===== src/rtl/uart_rx_sampler.sv =====
// 16x-oversampling UART receiver: synchronizer, start/glitch detection, frame
// deserializer with parity/framing/break flags, and a frame FIFO with sticky overrun.
module uart_rx_sampler #(
  parameter int FAW         = 4,
  parameter int PW          = 16,
  parameter int SYNC_STAGES = 2
) (
  input  logic           PCLK,
  input  logic           PRESET,
  input  logic           rx,
  input  logic           en,
  input  logic [PW-1:0]  prescale,
  input  logic [3:0]     data_size,
  input  logic [2:0]     parity,
  input  logic           stop2,
  output logic [8:0]     rd_data,
  output logic           rd_perr,
  output logic           rd_ferr,
  output logic           rd_brk,
  output logic           rd_valid,
  input  logic           rd_ready,
  output logic [FAW:0]   level,
  output logic           overrun,
  input  logic           overrun_clr,
  output logic           busy
);

  // state  | meaning
  // IDLE   | waiting for a falling edge on the synchronized line
  // START  | confirming the start bit at its centre (sc = 7)
  // DATA   | sampling data bits at bit centre (sc = 15)
  // PARITY | sampling and checking the parity bit
  // STOP1  | first stop bit; completes the frame unless two stops
  // STOP2  | second stop bit; completes the frame
  typedef enum logic [2:0] {S_IDLE, S_START, S_DATA, S_PARITY, S_STOP1, S_STOP2} state_t;

  localparam int DEPTH = 1 << FAW;
  localparam logic [FAW:0] LVL_FULL = (FAW+1)'(DEPTH);

  state_t r_state, w_state_nxt;

  logic [SYNC_STAGES-1:0] r_sync;
  logic                   r_rxs_d;
  logic [PW-1:0]          r_pcnt;
  logic [3:0]             r_sc;
  logic [3:0]             r_bitcnt;
  logic [8:0]             r_data;
  logic                   r_par;
  logic                   r_any1;
  logic                   r_perr;
  logic                   r_ferr;
  logic [3:0]             r_dsz;
  logic [2:0]             r_pmode;
  logic                   r_stop2;

  logic       w_rxs, w_fall, w_tick, w_sample, w_start, w_push, w_par_exp;
  logic       w_ferr_fin, w_brk_fin;
  logic [3:0] w_dsz_in;
  logic [2:0] w_pmode_in;
  logic [11:0] w_word;

  always_ff @(posedge PCLK) begin
    if (PRESET) begin
      r_sync  <= '1;
      r_rxs_d <= 1'b1;
    end else begin
      r_sync  <= {r_sync[SYNC_STAGES-2:0], rx};
      r_rxs_d <= w_rxs;
    end
  end

  assign w_rxs    = r_sync[SYNC_STAGES-1];
  assign w_fall   = r_rxs_d & ~w_rxs;
  assign w_start  = (r_state == S_IDLE) & en & w_fall;
  assign w_tick   = (r_state != S_IDLE) && (r_pcnt == '0);
  assign w_sample = w_tick && (r_sc == 4'd15);

  // Held at prescale in IDLE so the first tick lands prescale+1 clocks after the edge.
  always_ff @(posedge PCLK) begin
    if (PRESET)
      r_pcnt <= '0;
    else if (r_state == S_IDLE || w_tick)
      r_pcnt <= prescale;
    else
      r_pcnt <= r_pcnt - PW'(1);
  end

  always_comb begin
    w_dsz_in = ((data_size >= 4'd5) && (data_size <= 4'd9)) ? data_size : 4'd8;
    case (parity)
      3'd1, 3'd2, 3'd4, 3'd5: w_pmode_in = parity;
      default:                w_pmode_in = 3'd0;
    endcase
    case (r_pmode)
      3'd1:    w_par_exp = ~r_par;
      3'd2:    w_par_exp = r_par;
      3'd5:    w_par_exp = 1'b1;
      default: w_par_exp = 1'b0;
    endcase
  end

  always_ff @(posedge PCLK) begin
    if (PRESET)
      r_state <= S_IDLE;
    else
      r_state <= w_state_nxt;
  end

  always_comb begin
    w_state_nxt = r_state;
    w_push      = 1'b0;
    case (r_state)
      S_IDLE:   if (w_start) w_state_nxt = S_START;
      S_START:  if (w_tick && r_sc == 4'd7) w_state_nxt = w_rxs ? S_IDLE : S_DATA;
      S_DATA:   if (w_sample && r_bitcnt == r_dsz - 4'd1)
                  w_state_nxt = (r_pmode != 3'd0) ? S_PARITY : S_STOP1;
      S_PARITY: if (w_sample) w_state_nxt = S_STOP1;
      S_STOP1:  if (w_sample) begin
                  if (r_stop2) begin
                    w_state_nxt = S_STOP2;
                  end else begin
                    w_state_nxt = S_IDLE;
                    w_push      = 1'b1;
                  end
                end
      S_STOP2:  if (w_sample) begin
                  w_state_nxt = S_IDLE;
                  w_push      = 1'b1;
                end
      default:  w_state_nxt = S_IDLE;
    endcase
    if (!en) begin
      w_state_nxt = S_IDLE;
      w_push      = 1'b0;
    end
  end

  always_ff @(posedge PCLK) begin
    if (PRESET) begin
      r_sc     <= '0;
      r_bitcnt <= '0;
      r_data   <= '0;
      r_par    <= 1'b0;
      r_any1   <= 1'b0;
      r_perr   <= 1'b0;
      r_ferr   <= 1'b0;
      r_dsz    <= 4'd8;
      r_pmode  <= 3'd0;
      r_stop2  <= 1'b0;
    end else if (w_start) begin
      r_sc     <= '0;
      r_bitcnt <= '0;
      r_data   <= '0;
      r_par    <= 1'b0;
      r_any1   <= 1'b0;
      r_perr   <= 1'b0;
      r_ferr   <= 1'b0;
      r_dsz    <= w_dsz_in;
      r_pmode  <= w_pmode_in;
      r_stop2  <= stop2;
    end else if (w_tick) begin
      r_sc <= (r_state == S_START && r_sc == 4'd7) ? 4'd0 : r_sc + 4'd1;
      if (r_sc == 4'd15) begin
        case (r_state)
          S_DATA: begin
            r_data[r_bitcnt] <= w_rxs;
            r_par            <= r_par ^ w_rxs;
            r_any1           <= r_any1 | w_rxs;
            r_bitcnt         <= r_bitcnt + 4'd1;
          end
          S_PARITY: begin
            r_perr <= (w_rxs != w_par_exp);
            r_any1 <= r_any1 | w_rxs;
          end
          S_STOP1, S_STOP2: if (!w_rxs) r_ferr <= 1'b1;
          default: ;
        endcase
      end
    end
  end

  // The final stop sample is folded in combinationally so the push happens on it.
  assign w_ferr_fin = r_ferr | ~w_rxs;
  assign w_brk_fin  = w_ferr_fin & ~r_any1;
  assign w_word     = {w_brk_fin, w_ferr_fin, r_perr, r_data};

  logic [11:0]    r_mem [0:DEPTH-1];
  logic [FAW-1:0] r_wptr, r_rptr;
  logic [FAW:0]   r_level;
  logic           r_overrun;
  logic           w_full, w_pop, w_push_ok, w_ovf;
  logic [11:0]    w_head;

  assign w_full    = (r_level == LVL_FULL);
  assign w_pop     = rd_valid & rd_ready;
  assign w_push_ok = w_push & (~w_full | w_pop);
  assign w_ovf     = w_push & w_full & ~w_pop;

  always_ff @(posedge PCLK) begin
    if (w_push_ok) r_mem[r_wptr] <= w_word;
  end

  always_ff @(posedge PCLK) begin
    if (PRESET) begin
      r_wptr    <= '0;
      r_rptr    <= '0;
      r_level   <= '0;
      r_overrun <= 1'b0;
    end else begin
      if (w_push_ok) r_wptr <= r_wptr + FAW'(1);
      if (w_pop)     r_rptr <= r_rptr + FAW'(1);
      case ({w_push_ok, w_pop})
        2'b10:   r_level <= r_level + (FAW+1)'(1);
        2'b01:   r_level <= r_level - (FAW+1)'(1);
        default: r_level <= r_level;
      endcase
      if (w_ovf)
        r_overrun <= 1'b1;
      else if (overrun_clr)
        r_overrun <= 1'b0;
    end
  end

  // Gated by valid so stale (never reset) memory never shows on the outputs.
  assign w_head   = r_mem[r_rptr];
  assign rd_valid = (r_level != '0);
  assign rd_data  = rd_valid ? w_head[8:0] : 9'd0;
  assign rd_perr  = rd_valid & w_head[9];
  assign rd_ferr  = rd_valid & w_head[10];
  assign rd_brk   = rd_valid & w_head[11];
  assign level    = r_level;
  assign overrun  = r_overrun;
  assign busy     = (r_state != S_IDLE);

endmodule


===== config.mk =====
export PLATFORM = sky130hd
export DESIGN_NAME = uart_rx_sampler
export DESIGN_NICKNAME = d
export VERILOG_FILES = /design/src/rtl/uart_rx_sampler.sv
export SDC_FILE = /design/constraint.sdc
export NUM_CORES = 1
export LEC_CHECK = 0
export ABC_AREA = 0
export CAP_MARGIN = 10
export CORE_ASPECT_RATIO = 0.8
export CORE_MARGIN = 8
export CORE_UTILIZATION = 48
export CTS_CLUSTER_SIZE = 16
export DETAILED_ROUTE_END_ITERATION = 12
export GPL_TIMING_DRIVEN = 0
export PLACE_DENSITY = 0.66
export RECOVER_POWER = 50
export SLEW_MARGIN = 20
export SYNTH_ARGS = -nofsm -noshare
export SYNTH_HDL_FRONTEND = slang
export SYNTH_SLANG_ARGS = --single-unit
export TNS_END_PERCENT = 100

===== constraint.sdc =====
create_clock -name PCLK -period 8.05 [get_ports PCLK]
set_input_delay 0.805 -clock PCLK [delete_from_list [all_inputs] [get_ports PCLK]]
set_output_delay 0.805 -clock PCLK [all_outputs]
set_load 0.03 [all_outputs]

==> After elaboration in Yosys (flattened, before gate mapping) <==
Memory sizes are Yosys's and may differ from the RTL's. A register that Yosys moved wholly into a read port is not among the register bits.
Index checks and enable logic that the tools add are counted.
{ "op_classes": {"n_reduce_logical": 25, "n_mux": 31, "add_sub_neg": 8, "n_eq_ne": 25, "bitwise": 21, "magnitude_cmp": 4} }
{ "op_table": {"columns": ["operator", "n"], "rows": [
  ["$mux W3", 9],
  ["$pmux W3 S6", 1],
  ["$add A4 B1 Y4 const B", 4],
  ["$logic_not A16 Y1", 1],
  ["$mux W16", 1],
  ["$mux W4", 4],
  ["$sub A16 B1 Y16 const B", 1],
  ["$eq A3 B3 Y1 const B", 5],
  ["$eq A3 B2 Y1 const B", 4],
  ["$ne A2 B2 Y1 const B", 6],
  ["$and A1 B1 Y1", 11],
  ["$pmux W5 S2", 1],
  ["$bwmux W9", 1],
  ["$eq A3 B1 Y1 const B", 3],
  ["$mux W1", 9],
  ["$mux W9", 1],
  ["$reduce_and A3 Y1", 3],
  ["$reduce_or A2 Y1", 4],
  ["$logic_and A1 B1 Y1", 7],
  ["$not A1 Y1", 6],
  ["$reduce_and A6 Y1", 1],
  ["$reduce_bool A3 Y1", 2],
  ["$add A5 B1 Y5 const B", 1],
  ["$eq A5 B5 Y1 const B", 1],
  ["other kinds (24)", 27]
]} }
{ "totals": {"out_inout_bits": 20, "mem_bits_rw": 192, "mem_count": 1, "register_bits": 65} }
{ "mem_list": {"columns": ["name", "words", "width", "rd", "rd_clocked_by_memory_dff", "write_ports", "line", "rtl"], "rows": [
  ["r_mem", 16, 12, 1, 1, 1, "187", "logic [11:0] r_mem [0:DEPTH-1];"]
]} }

==> Longest topological paths before layout <==
Gate-level depths: netlist (run 1).
{ "depth": {"ltp_word": 9, "ltp_mapped": 12, "mapped_depth_nobuf": 12} }

==> Worst setup path after synthesis (run 1) <==
Ideal clock, no wire load.
{ "synth_path": {"path_kind": "register to register", "start": "reg r_pcnt[11]", "end": "mem r_mem[2][0], enable pin", "n_path_buf": 1, "setup_ns": 0.396, "t_required_ns": 7.654, "period_less_slack_ns": 3.056, "stages_incl_launch_ff": 7, "t_arrival_ns": 2.660, "setup_slack_ns": 4.994, "path_cell_list": "dfxtp_1 or4_1 nor4_2 and3b_1 buf_2 nand2_1 nor3_1"} }
{ "synth_between": {"elab_chain_cells": 9} }
{ "synth_rtl": {"columns": ["item", "line", "rtl"], "rows": [
  ["start: declaration", "44", "logic [PW-1:0] r_pcnt;"],
  ["start signal: assignment", "83", "r_pcnt <= prescale;"],
  ["start signal: assignment", "85", "r_pcnt <= r_pcnt - PW'(1);"],
  ["$logic_not A16 Y1 *", "75", "assign w_tick = (r_state != S_IDLE) && (r_pcnt == '0);"],
  ["$logic_and A1 B1 Y1 *", "75", null],
  ["$logic_and A1 B1 Y1 *", "76", "assign w_sample = w_tick && (r_sc == 4'd15);"],
  ["$mux W1 (on tied branches)", "126, 118", null],
  ["$pmux W1 S2 *", "112", "case (r_state)"],
  ["$mux W1 *", "132", "if (!en) begin"],
  ["$and A1 B1 Y1 *", "196", "assign w_push_ok = w_push & (~w_full | w_pop);"],
  ["$mux W1 *", "200", "if (w_push_ok) r_mem[r_wptr] <= w_word;"],
  ["$mux W1 (not written as such) *", "200", null],
  ["end: declaration", "187", null]
]} }
Every way passes the cells marked *; elsewhere a longest branch is shown, timed or not.

==> results of run 1 <==
-- registers in the layout, indices dropped and copies added, names as in the netlist, named ones only --
name and count:
r_mem 192, r_pcnt 16, r_data 9, level 5, r_bitcnt 4, r_dsz 4
r_rptr 4, r_sc 4, r_wptr 4, r_pmode 3, r_state 3, r_sync 2
overrun 1, r_any1 1, r_ferr 1, r_par 1, r_perr 1, r_rxs_d 1
r_stop2 1
-- worst max-delay path by stage --
stage                     from           to  cells past startpoint
finish                register      rd_perr                      6
global route          register      rd_ferr                      6
CTS                   register   rd_data[8]                      6
detailed placement    register   rd_data[8]                      6
global placement            en  r_mem[2][6]                      7
floorplan           r_pcnt[11]  r_mem[2][0]                      6
-- metal layers --
layer | up-vias | part of all wire | GRT usage
met5 | - | 0 | 0
met4 | 0 | 0.020 | 0.0423
met3 | 43 | 0.054 | 0.0289
met2 | 190 | 0.48 | 0.284
met1 | 3212 | 0.45 | 0.240
li1 | 2893 | - | -
-- cell families (layout without fill, tap and decap cells) --
group	count (synthesis)	in the layout
mux	84	84
buf+inv	48	153
fa+ha+maj	14	14
xor+xnor	30	30
simple gates	214	214
flops	261	261
compound gates	58	58
-- layout by cell type (no fill, tap or decap), drive strengths merged, types with 10 or more instances in the layout --
master	netlist	routed
mux4	60	60
nor2	71	71
buf	10	17
a211oi	13	13
edfxtp	192	192
nor2b	23	23
dfxtp	69	69
clkinv	0	10
nand2	31	31
mux2i	20	20
clkdlybuf4s50	0	46
nor3	11	11
nand3	22	22
nand2b	10	10
xor2	17	17
xnor2	13	13
inv	15	15
a21oi	20	20
ha	14	14
clkbuf	23	55
-- final cells by class --
cell class / count / area (um^2)
Sequential cell: 261 / 7150
Clock buffer: 31 / 669
Inverter: 15 / 56.3
Multi-Input combinational cell: 400 / 3560
Clock inverter: 17 / 178
Fill cell: 1753 / 9610
Buffer: 33 / 130
Tap cell: 306 / 383
Timing Repair Buffer: 57 / 584
-- synthesized netlist by cell type, types with 2 or more instances --
cell type / number
or4_1: 5
nor4_1: 3
mux2_2: 3
nor2_1: 71
nor2b_1: 23
ha_1: 14
xnor2_1: 13
or3_1: 6
and3b_1: 2
and2_1: 4
or2_2: 3
nand3_1: 22
dfxtp_1: 69
nand3b_1: 3
nand4_1: 4
buf_1: 4
a31oi_1: 3
a311oi_1: 3
o21ai_0: 5
a21oi_1: 20
o41ai_1: 2
nor4_2: 3
nor3_1: 11
buf_2: 6
mux4_2: 60
o211ai_1: 2
nand2b_1: 10
xor2_1: 17
a211oi_1: 13
inv_1: 15
a21o_1: 3
edfxtp_1: 192
and3_1: 4
nand2_1: 31
mux2i_1: 20
clkbuf_1: 23
nor3b_1: 4
-- where the power goes --
group	switching (mW)	internal, mW	leakage (nW)
Clock	0.500	0.693	0.409
Sequential	0.00723	1.43	2.34
Combinational	0.0527	0.0446	1.44
Total	0.560	2.17	4.19
==> flow_summary.toml, run 1 <==
[worst_hold_path]
hold_end = "r_sync[1]"
min_delay_path_depth = 1
hold_class = "reg -> reg"
hold_start = "r_sync[0]"

[cells_and_area]
antenna_cells = 0
stdcell_area_um2 = 12700
syn_to_final_growth_pct = 17.0
finalNonFillerCells = 1120
layout-drive-gt1-share = 0.173
utilization = 0.569
finalNetCount = 838

[timing]
rsz0062_at_grt = "no"
finalSetupTns_ns = 0
maxSlewViolCount = 0
fmaxAchievable_mhz = 213
finClkSkew_ns = 0.0323
worst_slew_pin_slew_ns = 1.05
whs_ns = 0.437
maxSlewHeadroom = 0.301
setup_slack_ns = 3.36
hold_violations = 0
period_minus_slack_ns = 4.69
finalSetupViolCount = 0
fin_crit_sh = 0.582

[global_routing]
grtUsageTotal = 0.173
grt_pass1_wl_mm = 37.1
grt_pass1_vias = 6475
gr-total-overflow = 0
grt_max_degree = 18
antenna_found_initial = 0

[worst_setup_path]
worstSetupPathType = "reg -> out"
worst_path_largest_cell_delay_ns = 0.67
cp_cell_sequence = "clkbuf_1, clkbuf_1, mux4_2, mux4_2, nor2b_1, clkdlybuf4s50_1"
regToRegSetupSlack_ns = 4.65
reg2reg_to = "r_mem[1][6]"
path_buf_inv = 3
worst_setup_path_end_kind = "output port"
cp.required_ns = 7.24
crit_family = "buffers and inverters"
rr_worst_depth = 7
regToRegStartpoint = "r_pcnt[10]"
worst_ep_arrival_time_ns = 3.88
start_kind = "register"
crit_path_max_fanout = 10
cpMaxStageDelayCell = "clkbuf_1"

[yosys]
synth.avg_cell_area_um2 = 15.3
synthAdderAreaFrac = 0.0161
synth_area_leaders = "edfxtp_1 53%, dfxtp_1 13%, mux4_2 12%, nor2_1 2.5%, mux2i_1 1.8%"
syn-num-nets = 753
synthesis.area_um2 = 10900
synth_cells = 709
synth_mux_area_frac = 0.147
yosysSeqAreaShare = 0.658
synth_top_family_by_area = "multiplexers"
synth_enable_flop_cells = 192
synth_cell_types = 50
synth_xor_area_frac = 0.0242
synth_top_area_frac = 0.531
yosysWarnings = 0
synthArstFlopShare = 0
synthFlopType = "edfxtp_1"
ys_ff_latch = 261
synth_compound_area_frac = 0.0348
synth_top_area_cell = "edfxtp_1"
yosys.area_share.simple = 0.102

[placed_design]
gp_congestion = 0.887
dp.cells = 1072
dp_slack_ns = 3.96
dpl-instance-area_um2 = 11900
numPortBuffers = 49
dpl.hpwl_mm = 16.2

[power]
p_per_area_nw_per_um2 = 215
leakage_nw = 4.19
power.total_mw = 2.73
irDropWorstVdd_v = 0.000130

[route]
first_iter_violations = 535
drc = 0
vias = 6338
drt_wl_total_mm = 23.5
via_per_inst = 5.66
dr.pass1.iters = 5
wl_per_cell_um = 21.0
drtAntennaViolNets = 0

[clocking]
clk_pin_slew_ns = 0.07
root_buffer = "clkbuf_16"
cts_tree = "built"
hold_buffers = 0
insertion_delay_ns = 0.54
htreeDepth = 1
cts_setup_buffers = 0
cts_inserted_buffers = 26
cts.sinks = 261
ctsResizeCount = 0
clockBufferDepth = 3

[die]
die_y_um = 151
start_util = 0.486
ioPinCount = 50
placementRows = 49
fp.coreArea_um2 = 22300
dieArea_um2 = 27700
die_width_um = 184

[run_status]
outcome = "finished, final reports clean"

[run]
cap_viol_max_count = 0
Note: power is estimated with default switching activity, not from simulation.
==> run 2, diff against run 1 <==
Clock period 8.05 ns to 4.4 ns, I/O delays scaled along.
==> run 2 against run 1 <==
  * Die area unchanged
  * Non-clock buffer count unchanged
  * Hold slack worse by 0.0057 ns
  * Cell count unchanged
  * Sequential cell count unchanged
  * Power up 83%
  * Clock power up 83%
  * Global-route usage unchanged
  * Design area about the same
  * Sequential share of layout area about the same
  * Critical path type unchanged
  * Highest routed layer unchanged
==> flow_summary.toml, run 2 (synthesized netlist as in run 1, its figures left out) <==
[global_routing]
grt_pass1_vias = 6475
grtUsageTotal = 0.173
grt_pass1_wl_mm = 37.1
antenna_found_initial = 0
grt_max_degree = 18
gr-total-overflow = 0

[clocking]
clockBufferDepth = 3
cts_tree = "built"
htreeDepth = 1
root_buffer = "clkbuf_16"
clk_pin_slew_ns = 0.07
cts_inserted_buffers = 26
cts.sinks = 261
cts_setup_buffers = 0
insertion_delay_ns = 0.54

[route]
drc = 0
drt_wl_total_mm = 23.5
first_iter_violations = 549
via_per_inst = 5.65
vias = 6328
wl_per_cell_um = 21.0
dr.pass1.iters = 5
drtAntennaViolNets = 0

[cells_and_area]
final_cell_mix = "192 x edfxtp_1, 69 x dfxtp_1, 60 x mux4_2, 59 x nor2_1, 42 x clkdlybuf4s50_1"
layout_commonest_cell = "edfxtp_1"
fill_cells = 1761
regMostFlops = "r_mem"
utilization = 0.569
syn_to_final_growth_pct = 17.0
antenna_cells = 0
largest_register_ffs = 192
finalNetCount = 838
stdcell_area_um2 = 12700
layout-drive-gt1-share = 0.173
top_regs = "r_mem: 192 flops, r_pcnt: 16 flops, r_data: 9 flops"

[run_status]
outcome = "finished, final reports clean"

[worst_setup_path]
regToRegSetupSlack_ns = 0.72
worst_ep_arrival_time_ns = 3.60
cp.required_ns = 3.96
worst_setup_path_end_kind = "output port"
crit_path_max_fanout = 10
worstSetupPathType = "reg -> out"
start_kind = "register"

[power]
irDropWorstVdd_v = 0.000237
p_per_area_nw_per_um2 = 393
p_switching_mw = 1.02
combPwrFrac = 0.035
seqPwrFrac = 0.527
p_int_mw = 3.97
leakage_nw = 4.21
sw_frac_of_total = 0.205
clock_power_share = 0.437

[die]
die_y_um = 151
dieArea_um2 = 27700
fp.coreArea_um2 = 22300
start_util = 0.486
placementRows = 49
die_width_um = 184
ioPinCount = 50

[timing]
finClkSkew_ns = 0.0318
finalSetupViolCount = 0
whs_ns = 0.431
fin_crit_sh = 0.918
fmaxAchievable_mhz = 247
worst_slew_pin_slew_ns = 1.02
rsz0062_at_grt = "no"
period_minus_slack_ns = 4.04
setup_slack_ns = 0.359
finalSetupTns_ns = 0
hold_violations = 0
maxSlewViolCount = 0
maxSlewHeadroom = 0.320

[placed_design]
numPortBuffers = 49
gp_congestion = 0.887
dp_slack_ns = 0.671
dpl-instance-area_um2 = 11900
dpl.hpwl_mm = 16.2

[worst_hold_path]
hold_class = "reg -> reg"

[run]
cap_viol_max_count = 0
## run 2: cell count changes in the layout (fill, tap and decap cells not counted)
cell	before	now
clkbuf_2	0	2
o21ai_1	1	0
dlygate4sd3_1	3	7
or4_1	5	6
nor4_1	4	5
clkbuf_1	29	27
clkdlybuf4s50_1	46	42
o21ai_0	5	6
nor4_2	3	2
or4_4	1	0
## run 2: through the flow
| stage | std cells | total power, mW |
|---|---|---|
| final | 1120 | 4.99 |
| after global routing | 1120 | 5.15 |
| after CTS | 1120 | 5.03 |
| after detailed placement | 1072 | 2.87 |
| after global placement | 1064 | 2.86 |
| after floorplan | 709 | 2.79 |
## run 2: path summary, 6_finish.rpt
check,from,end,cells past startpoint
setup / recovery,register,rd_perr,6
hold / removal,r_sync[0],r_sync[1],1
setup reg to reg,r_pcnt[10],r_mem[1][6],7
hold reg to reg,r_sync[0],r_sync[1],1
## run 2: per-layer routing
metal	vias to the layer above	global-route usage	wire length, um
li1	2889	-	-
met1	3196	0.240	10500
met2	200	0.284	11200
met3	43	0.0289	1360
met4	0	0.0423	405
met5	-	0	0
## run 2: area by class of cell
class | count | area (um^2) | share of cell area
inverter | 15 | 56.3 | 0.00443
sequential | 261 | 7150 | 0.563
timing repair buffer | 57 | 584 | 0.0460
clock buffer | 31 | 669 | 0.0527
multi-input combinational | 400 | 3550 | 0.279
buffer | 33 | 133 | 0.0104
clock inverter | 17 | 178 | 0.0140
tap | 306 | 383 | 0.0302
## run 2: what timing repair did
item,CTS,global route
setup endpoints to repair,0,11
gates resized for setup,0,5
hold buffers,0,0
## run 2: power by group through the flow
| stage | Sequential (mW) | Combinational (mW) | Clock [mW] |
|---|---|---|---|
| 6_report | 2.63 | 0.177 | 2.18 |
| 5_1_grt | 2.63 | 0.193 | 2.32 |
| 4_1_cts | 2.63 | 0.182 | 2.21 |
| 3_5_place_dp | 2.69 | 0.181 | 0 |
| 3_3_place_gp | 2.69 | 0.176 | 0 |
| 2_1_floorplan | 2.69 | 0.108 | 0 |
## run 2: worst max-delay path, cell delays in order (launching register included)
cell and delay, ns:
dfxtp_1 0.35, clkbuf_1 0.58, clkbuf_2 0.47, mux4_2 0.37
mux4_2 0.47, nor2b_1 0.18, clkdlybuf4s50_1 0.63
